[src/rtl/mips32_pkg.sv]
// rtl/mips32_pkg.sv - shared MIPS32 opcodes, instruction types and fetch-queue entry
package mips32_pkg;

   localparam int IMEM_AW = 10;

   localparam logic [5:0] OP_ADD   = 6'b000000;
   localparam logic [5:0] OP_SUB   = 6'b000001;
   localparam logic [5:0] OP_AND   = 6'b000010;
   localparam logic [5:0] OP_OR    = 6'b000011;
   localparam logic [5:0] OP_SLT   = 6'b000100;
   localparam logic [5:0] OP_MUL   = 6'b000101;
   localparam logic [5:0] OP_LW    = 6'b001000;
   localparam logic [5:0] OP_SW    = 6'b001001;
   localparam logic [5:0] OP_ADDI  = 6'b001010;
   localparam logic [5:0] OP_SUBI  = 6'b001011;
   localparam logic [5:0] OP_SLTI  = 6'b001100;
   localparam logic [5:0] OP_BNEQZ = 6'b001101;
   localparam logic [5:0] OP_BEQZ  = 6'b001110;
   localparam logic [5:0] OP_HLT   = 6'b111111;

   typedef enum logic [2:0] {
      IT_RR_ALU,
      IT_RM_ALU,
      IT_LOAD,
      IT_STORE,
      IT_BRANCH,
      IT_HALT,
      IT_UNKNOWN
   } instr_type_t;

   typedef struct packed {
      logic [31:0] ir;
      logic [31:0] npc;
   } fetch_entry_t;

   typedef enum logic {
      FS_RUN,
      FS_STOP
   } fetch_state_t;

   function automatic instr_type_t decode_type(input logic [5:0] op);
      case (op)
         OP_ADD, OP_SUB, OP_AND, OP_OR, OP_SLT, OP_MUL: decode_type = IT_RR_ALU;
         OP_ADDI, OP_SUBI, OP_SLTI:                    decode_type = IT_RM_ALU;
         OP_LW:                                        decode_type = IT_LOAD;
         OP_SW:                                        decode_type = IT_STORE;
         OP_BNEQZ, OP_BEQZ:                            decode_type = IT_BRANCH;
         OP_HLT:                                       decode_type = IT_HALT;
         default:                                      decode_type = IT_UNKNOWN;
      endcase
   endfunction

endpackage

[src/rtl/mips32_ifq_fifo.sv]
// rtl/mips32_ifq_fifo.sv - synchronous fetch-entry FIFO with flush, count and head view
module mips32_ifq_fifo
   import mips32_pkg::*;
#(
   parameter int DEPTH = 4,
   parameter int CW    = $clog2(DEPTH) + 1
) (
   input  logic         clk,
   input  logic         rst_n,
   input  logic         flush,
   input  logic         push,
   input  fetch_entry_t push_data,
   input  logic         pop,
   output logic [CW-1:0] count,
   output fetch_entry_t head
);

   localparam int PW = $clog2(DEPTH);

   fetch_entry_t      mem [DEPTH];
   logic [PW-1:0]     wr_ptr;
   logic [PW-1:0]     rd_ptr;

   // Pointers wrap naturally because DEPTH is a power of two.
   always_ff @(posedge clk) begin
      if (!rst_n) begin
         wr_ptr <= '0;
         rd_ptr <= '0;
         count  <= '0;
         for (int i = 0; i < DEPTH; i++) mem[i] <= '0;
      end else if (flush) begin
         wr_ptr <= '0;
         rd_ptr <= '0;
         count  <= '0;
      end else begin
         if (push) begin
            mem[wr_ptr] <= push_data;
            wr_ptr      <= wr_ptr + PW'(1);
         end
         if (pop) rd_ptr <= rd_ptr + PW'(1);
         case ({push, pop})
            2'b10:   count <= count + CW'(1);
            2'b01:   count <= count - CW'(1);
            default: count <= count;
         endcase
      end
   end

   assign head = mem[rd_ptr];

endmodule

[src/rtl/mips32_instr_prefetch.sv]
// rtl/mips32_instr_prefetch.sv - instruction prefetch unit ahead of the IF/ID boundary
// HLT detection and the STOP state exist only when PREFETCH_HALT_STOP_EN is defined.
module mips32_instr_prefetch
   import mips32_pkg::*;
#(
   parameter int DEPTH = 4,
   parameter int AW    = 10
) (
   input  logic          clk,
   input  logic          rst_n,
   output logic          imem_req_o,
   output logic [AW-1:0] imem_addr_o,
   input  logic [31:0]   imem_rdata_i,
   input  logic          redirect_i,
   input  logic [AW-1:0] redirect_pc_i,
   output logic          dec_valid_o,
   input  logic          dec_ready_i,
   output logic [31:0]   dec_ir_o,
   output logic [31:0]   dec_npc_o,
   output logic          fetch_stopped_o
);

   localparam int CW = $clog2(DEPTH) + 1;
   localparam logic [CW:0] DEPTH_C = (CW+1)'(DEPTH);

   logic [AW-1:0] pc;
   logic [AW-1:0] inflight_addr;
   logic          inflight;
   logic          drop;
   fetch_state_t  state;

   logic [CW-1:0] count;
   logic [CW:0]   used;
   logic          credit_ok;
   logic          running;
   logic          issue;
   logic          ret_ok;
   logic          pop;
   fetch_entry_t  push_entry;
   fetch_entry_t  head;

   // Credit counts the outstanding return so a push can never overflow.
   assign used      = {1'b0, count} + {{CW{1'b0}}, inflight};
   assign credit_ok = used < DEPTH_C;

`ifdef PREFETCH_HALT_STOP_EN
   assign running = (state == FS_RUN);
`else
   assign running = 1'b1;
`endif

   assign issue       = rst_n & running & ~redirect_i & credit_ok;
   assign imem_req_o  = issue;
   assign imem_addr_o = pc;

   // A return landing in a redirect cycle is discarded by the flush itself.
   assign ret_ok          = inflight & ~drop & ~redirect_i;
   assign push_entry.ir   = imem_rdata_i;
   assign push_entry.npc  = {{(32-AW){1'b0}}, inflight_addr} + 32'd1;

   assign dec_valid_o = (count != '0) & ~redirect_i;
   assign pop         = dec_valid_o & dec_ready_i;

   mips32_ifq_fifo #(.DEPTH(DEPTH), .CW(CW)) u_fifo (
      .clk       (clk),
      .rst_n     (rst_n),
      .flush     (redirect_i),
      .push      (ret_ok),
      .push_data (push_entry),
      .pop       (pop),
      .count     (count),
      .head      (head)
   );

   assign dec_ir_o  = head.ir;
   assign dec_npc_o = head.npc;

   always_ff @(posedge clk) begin
      if (!rst_n) begin
         pc            <= '0;
         inflight      <= 1'b0;
         inflight_addr <= '0;
         drop          <= 1'b0;
      end else begin
         if (redirect_i)  pc <= redirect_pc_i;
         else if (issue)  pc <= pc + AW'(1);
         inflight <= issue;
         if (issue) inflight_addr <= pc;
         if (redirect_i)             drop <= issue;
         else if (inflight && drop)  drop <= 1'b0;
      end
   end

`ifdef PREFETCH_HALT_STOP_EN
   logic hlt_ret;
   assign hlt_ret = ret_ok & (imem_rdata_i[31:26] == OP_HLT);
`endif

   always_ff @(posedge clk) begin
      if (!rst_n) begin
         state <= FS_RUN;
`ifdef PREFETCH_HALT_STOP_EN
      end else if (redirect_i) begin
         state <= FS_RUN;
      end else if (hlt_ret) begin
         state <= FS_STOP;
`endif
      end
   end

   assign fetch_stopped_o = (state == FS_STOP);

endmodule
[config.mk]
export PLATFORM = sky130hd
export DESIGN_NAME = mips32_instr_prefetch
export DESIGN_NICKNAME = d
export VERILOG_FILES = /design/src/rtl/mips32_pkg.sv /design/src/rtl/mips32_ifq_fifo.sv /design/src/rtl/mips32_instr_prefetch.sv
export SDC_FILE = /design/constraint.sdc
export NUM_CORES = 1
export LEC_CHECK = 0
export CORE_UTILIZATION = 40
export DETAILED_ROUTE_END_ITERATION = 6
export GPL_ROUTABILITY_DRIVEN = 1
export PLACE_DENSITY_LB_ADDON = 0.08
export SYNTH_ARGS = -nofsm -noshare
export SYNTH_HDL_FRONTEND = slang
export SYNTH_HIERARCHICAL = 1
export SYNTH_SLANG_ARGS = --single-unit
[constraint.sdc]
create_clock -name clk -period 7.5 [get_ports clk]
set_input_delay 0.75 -clock clk [delete_from_list [all_inputs] [get_ports clk]]
set_output_delay 0.75 -clock clk [all_outputs]
set_load 0.02 [all_outputs]
# After elaboration in Yosys (flattened, before gate mapping)

Memory sizes are Yosys's and may differ from the RTL's. A register that Yosys moved wholly into a read port is not among the register bits.
Index checks and enable logic that the tools add are counted.

Flip-flop bits (word level): 29
Bits in writable memories: 172
Bits of input ports: 46
Output and inout bits: 77
Logic and storage cells: 49
Memories: 1

Memories:

| memory     | words | width | rd ports | clocked after memory_dff | wr ports | RTL line              | RTL |
|---|---|---|---|---|---|---|---|
| u_fifo.mem | 4     | 43    | 1        | 1                        | 4        | mips32_ifq_fifo.sv:20 | `fetch_entry_t mem [DEPTH];` |

$add $sub $neg: 7
Magnitude comparators: 1
Eq/ne operators: 2
Multiplexer cells: 15
Bitwise logic cells: 9
Reductions and logical operators: 7

Operators by type and width:

| cell                  | number |
|---|---|
| $mux 43               | 1 |
| $reduce_or 43->1      | 1 |
| $mux 10               | 2 |
| $add 10x1->11 const B | 1 |
| $add 10x1->10 const B | 1 |
| $mux 1                | 8 |
| $and 1x1->1           | 6 |
| $mux 2                | 3 |
| $pmux 3 s2            | 1 |
| $reduce_bool 2->1     | 3 |
| $add 2x1->2 const B   | 2 |
| $add 3x1->4           | 1 |
| $lt 4x3->1 const B    | 1 |
| $add 3x1->3 const B   | 1 |
| $not 1->1             | 3 |
| $reduce_bool 3->1     | 1 |
| $sub 3x1->3 const B   | 1 |
| $eq 2x1->1 const B    | 1 |
| $eq 2x2->1 const B    | 1 |
| $reduce_or 2->1       | 1 |
| $logic_and 1x1->1     | 1 |

# Longest topological paths before layout

Depth in word-level cells: 9
Mapped depth: 9

# Modules after synthesis

Netlist, hierarchy kept.

Modules (own cells, without submodules):

| module                | instances | cells each | area an instance (µm²) |
|---|---|---|---|
| mips32_ifq_fifo       | 1         | 734        | 11,212.0 |
| mips32_instr_prefetch | 1         | 151        | 1,156.1 |

# Least setup slack after synthesis

No wires, ideal clock.

Kind: input -> register
Start point: in redirect_i
End point: mem u_fifo/mem[1][0] (netlist bit) (enable)
Arrival: 3.166 ns
Data required time: 7.076 ns
Path slack: 3.911 ns
Stages: 8
Buffers on the path: 4
Cells stage by stage: clkbuf_1 -> nor3b_1 -> buf_4 -> and2b_1 -> nand3_1 -> buf_4 -> buf_6 -> nand2_1

RTL lines:

| item               | RTL line                    | RTL |
|---|---|---|
| start: declaration | mips32_instr_prefetch.sv:14 | `input logic redirect_i,` |
| end: declaration   | mips32_ifq_fifo.sv:20       |  |

# Worst setup path in the final report

Start point: in redirect_i
End point: out imem_req_o

Word-level cells in the longest chain between the ends: 3

Ends and longest elaborated chain:

| item                      | RTL line                    | RTL |
|---|---|---|
| $not 1->1                 | mips32_instr_prefetch.sv:52 | `assign issue = rst_n & running & ~redirect_i & credit_ok;` |
| $and 1x1->1 (2 in series) | mips32_instr_prefetch.sv:52 |  |
| end: declaration          | mips32_instr_prefetch.sv:11 | `output logic imem_req_o,` |

Every way passes these cells.

==> results.yml <==
sta:
  rsz0062_at_grt: "false"
  timing.final.ws_setup_ns: 3.081
  timing.slew.headroom: 0.2783
  worst_slew_pin_slew_ns: 1.083
  finalCritPeriodShare: 0.5892
  slew_viol_final: 0
  finClkSkew_ns: 0.01417
  min_period_ns: 4.419
  setup_viol: 0
  fmax_mhz: 226.3
  fin_tns_setup_ns: 0
  hold_violations: 0
worst_setup_path:
  worstPathMaxFanout: 18
  arrival_ns: 3.67
  worstSetupStartpointType: "input pin"
  r2r_slack_ns: 4.44
  cp-end-kind: "primary output"
  crit_type: "in -> out"
  crit_required_ns: 6.75
yosys:
  synth.most_common_cell: "edfxtp_1"
  synth_top_area_share: 0.6215
  yosysSeqAreaShare: 0.6717
  synthTopCellsByArea: "edfxtp_1 62%, mux4_2 11%, nor2_1 6.9%"
  yosys.area.top_type: "edfxtp_1"
  synth_area_sq_mm: 0.01237
  synth_edf_count: 256
  syn-mean-instance-area_sq_um: 13.98
  ys_ff_latch: 287
  netlist_top_cells_count: "256 x edfxtp_1, 229 x nor2_1, 109 x nand2_1"
  ys.flop_type: "edfxtp_1"
  synth_cell_types: 49
  synthCells: 885
  ys_async_sr_fraction: 0
  yosysWarningCount: 6
clock_tree:
  htreeDepth: 1
  clkTransAtPathRegs_ns: 0.06
  numCtsBuffers: 30
  cts.sinks: 287
  postCtsSetupBuffers: 0
  clock_path_buffers: 3
  hold_buffers: 0
  clock_latency_ns: 0.55
  post_cts_resized: 0
  tritoncts: "done"
  clock-root-buffer: "clkbuf_16"
route:
  drc: 0
  wl_per_cell_microns: 19.27
  firstDrtPassIters: 5
  drt_wl_total_mm: 27.52
  vias: 7286
  ant_nets: 0
  drtIter0Drc: 489
  viasPerCell: 5.102
finish:
  diodes: 0
  fin_nets: 1058
  area_growth_pct: 19.77
  drive_above_1_share: 0.1589
global_routing:
  grt_antenna_before_repair: 0
  grt_pass1_vias: 7336
  grt_max_degree: 65
  grt_usage: 0.1771
  grt_pass1_wl_mm: 42.54
  grt_overflow: 0
outcome:
  status: "completed"
floorplanning:
  core_area_sq_mm: 0.03051
  die-area_sq_mm: 0.03163
  die_h_microns: 177.8
  die_width_microns: 177.8
  boundaryPins: 123
  start_util: 0.4054
  fp-row-count: 64
job:
  drv_cap: 0
place:
  dp_slack_ns: 3.063
  gp_congestion: 0.7593
  hpwlAfterDp_mm: 14.38
  io_buffers: 121
pwr:
  leakagePower_nw: 5.003
  powerDensity_mw_per_mm2: 236.5
  irDropWorstVdd_uv: 157.1
worst_hold_path:
  min_path_type: "reg -> reg"
[area by class of cell]
| type | count | area [sq um] |
|---|---|---|
| fillers | 2711 | 15700 |
| flip-flops and latches | 287 | 8315 |
| multi-input cells | 552 | 3741 |
| repair buffers | 128 | 1261 |
| clock buffers | 37 | 798.3 |
| well taps | 396 | 495.5 |
| clock inverters | 19 | 167.7 |
| inverters | 9 | 33.78 |
[report_power, final]
group | leakage [nW] | switching [mW] | internal [mW] | total [mW]
Combinational | 1.61 | 0.138 | 0.0929 | 0.231
Sequential | 2.91 | 0.0221 | 1.80 | 1.82
Clock | 0.483 | 0.600 | 0.855 | 1.45
Total | 5.00 | 0.760 | 2.74 | 3.50
[logic make-up (layout without fill, tap and decap cells)]
family	Yosys count	after routing	synth area share
AND/OR/NAND/NOR	410	410	0.1388
flip-flops	287	287	0.6717
buffers and inverters	67	193	0.03703
multiplexers	66	66	0.1195
AO/OA/AOI/OAI	35	35	0.01740
XOR/XNOR	15	15	0.01062
adder cells (fa/ha/maj)	4	4	0.004654
other	1	22	0.0003032
[cell usage in the layout, fill, tap and decap left out, types with 2 or more instances in the layout]
master,count
a21oi_1,18
a31oi_1,2
and3_1,3
buf_4,8
bufinv_16,3
clkbuf_1,6
clkbuf_16,31
clkdlybuf4s50_1,120
clkinv_1,7
clkinv_2,10
conb_1,22
dfxtp_1,29
dfxtp_4,2
edfxtp_1,256
ha_1,3
inv_1,7
mux4_1,4
mux4_2,60
nand2_1,103
nand2_2,2
nand2_4,4
nand3_1,7
nand3_4,2
nand4_1,5
nor2_1,229
nor2_2,40
nor3_1,3
nor4_1,2
o21ai_0,5
or4_1,2
xnor2_1,10
xor2_1,5
[critical path, cell delays in order]
cell and delay (ns):
clkdlybuf4s50_1 0.85, or3b_1 0.30, or2_1 0.48, clkinv_1 0.58
clkdlybuf4s50_1 0.69
[sequential cells by signal, summed over array words and instances, names as in the netlist, named ones only]
name	count
u_fifo/mem	256
u_fifo/rd_ptr	2
u_fifo/count	3
drop	1
inflight_addr	10
u_fifo/wr_ptr	2
imem_addr_o	10
inflight	1
[layer usage]
layer | vias up | share of wire | global-route usage
li1 | 3409 | - | -
met1 | 3663 | 0.44 | 0.2475
met2 | 192 | 0.49 | 0.2948
met3 | 22 | 0.054 | 0.02635
met4 | 0 | 0.011 | 0.03490
met5 | - | 0 | 0
[through the flow]
step,utilization,cell area [sq um],total power [mW],std cells,hold slack (ns)
2_1_floorplan,-,12450,1.974,906,0.4053
3_3_place_gp,0.4539,13850,2.085,1372,0.4592
3_5_place_dp,0.4539,13850,2.085,1372,0.4365
4_1_cts,0.4855,14810,3.542,1428,0.4593
5_1_grt,0.4855,14810,3.626,1428,0.4814
6_report,0.4855,14810,3.504,1428,0.4519
[worst paths after layout]
path | from | to | cells past startpoint
setup / recovery | redirect_i | imem_req_o | 5
hold / removal | inflight | drop | 1
setup reg to reg | inflight | u_fifo/mem[1][12] | 4
hold reg to reg | inflight | drop | 1
Note: power is estimated with default switching activity, not from simulation.
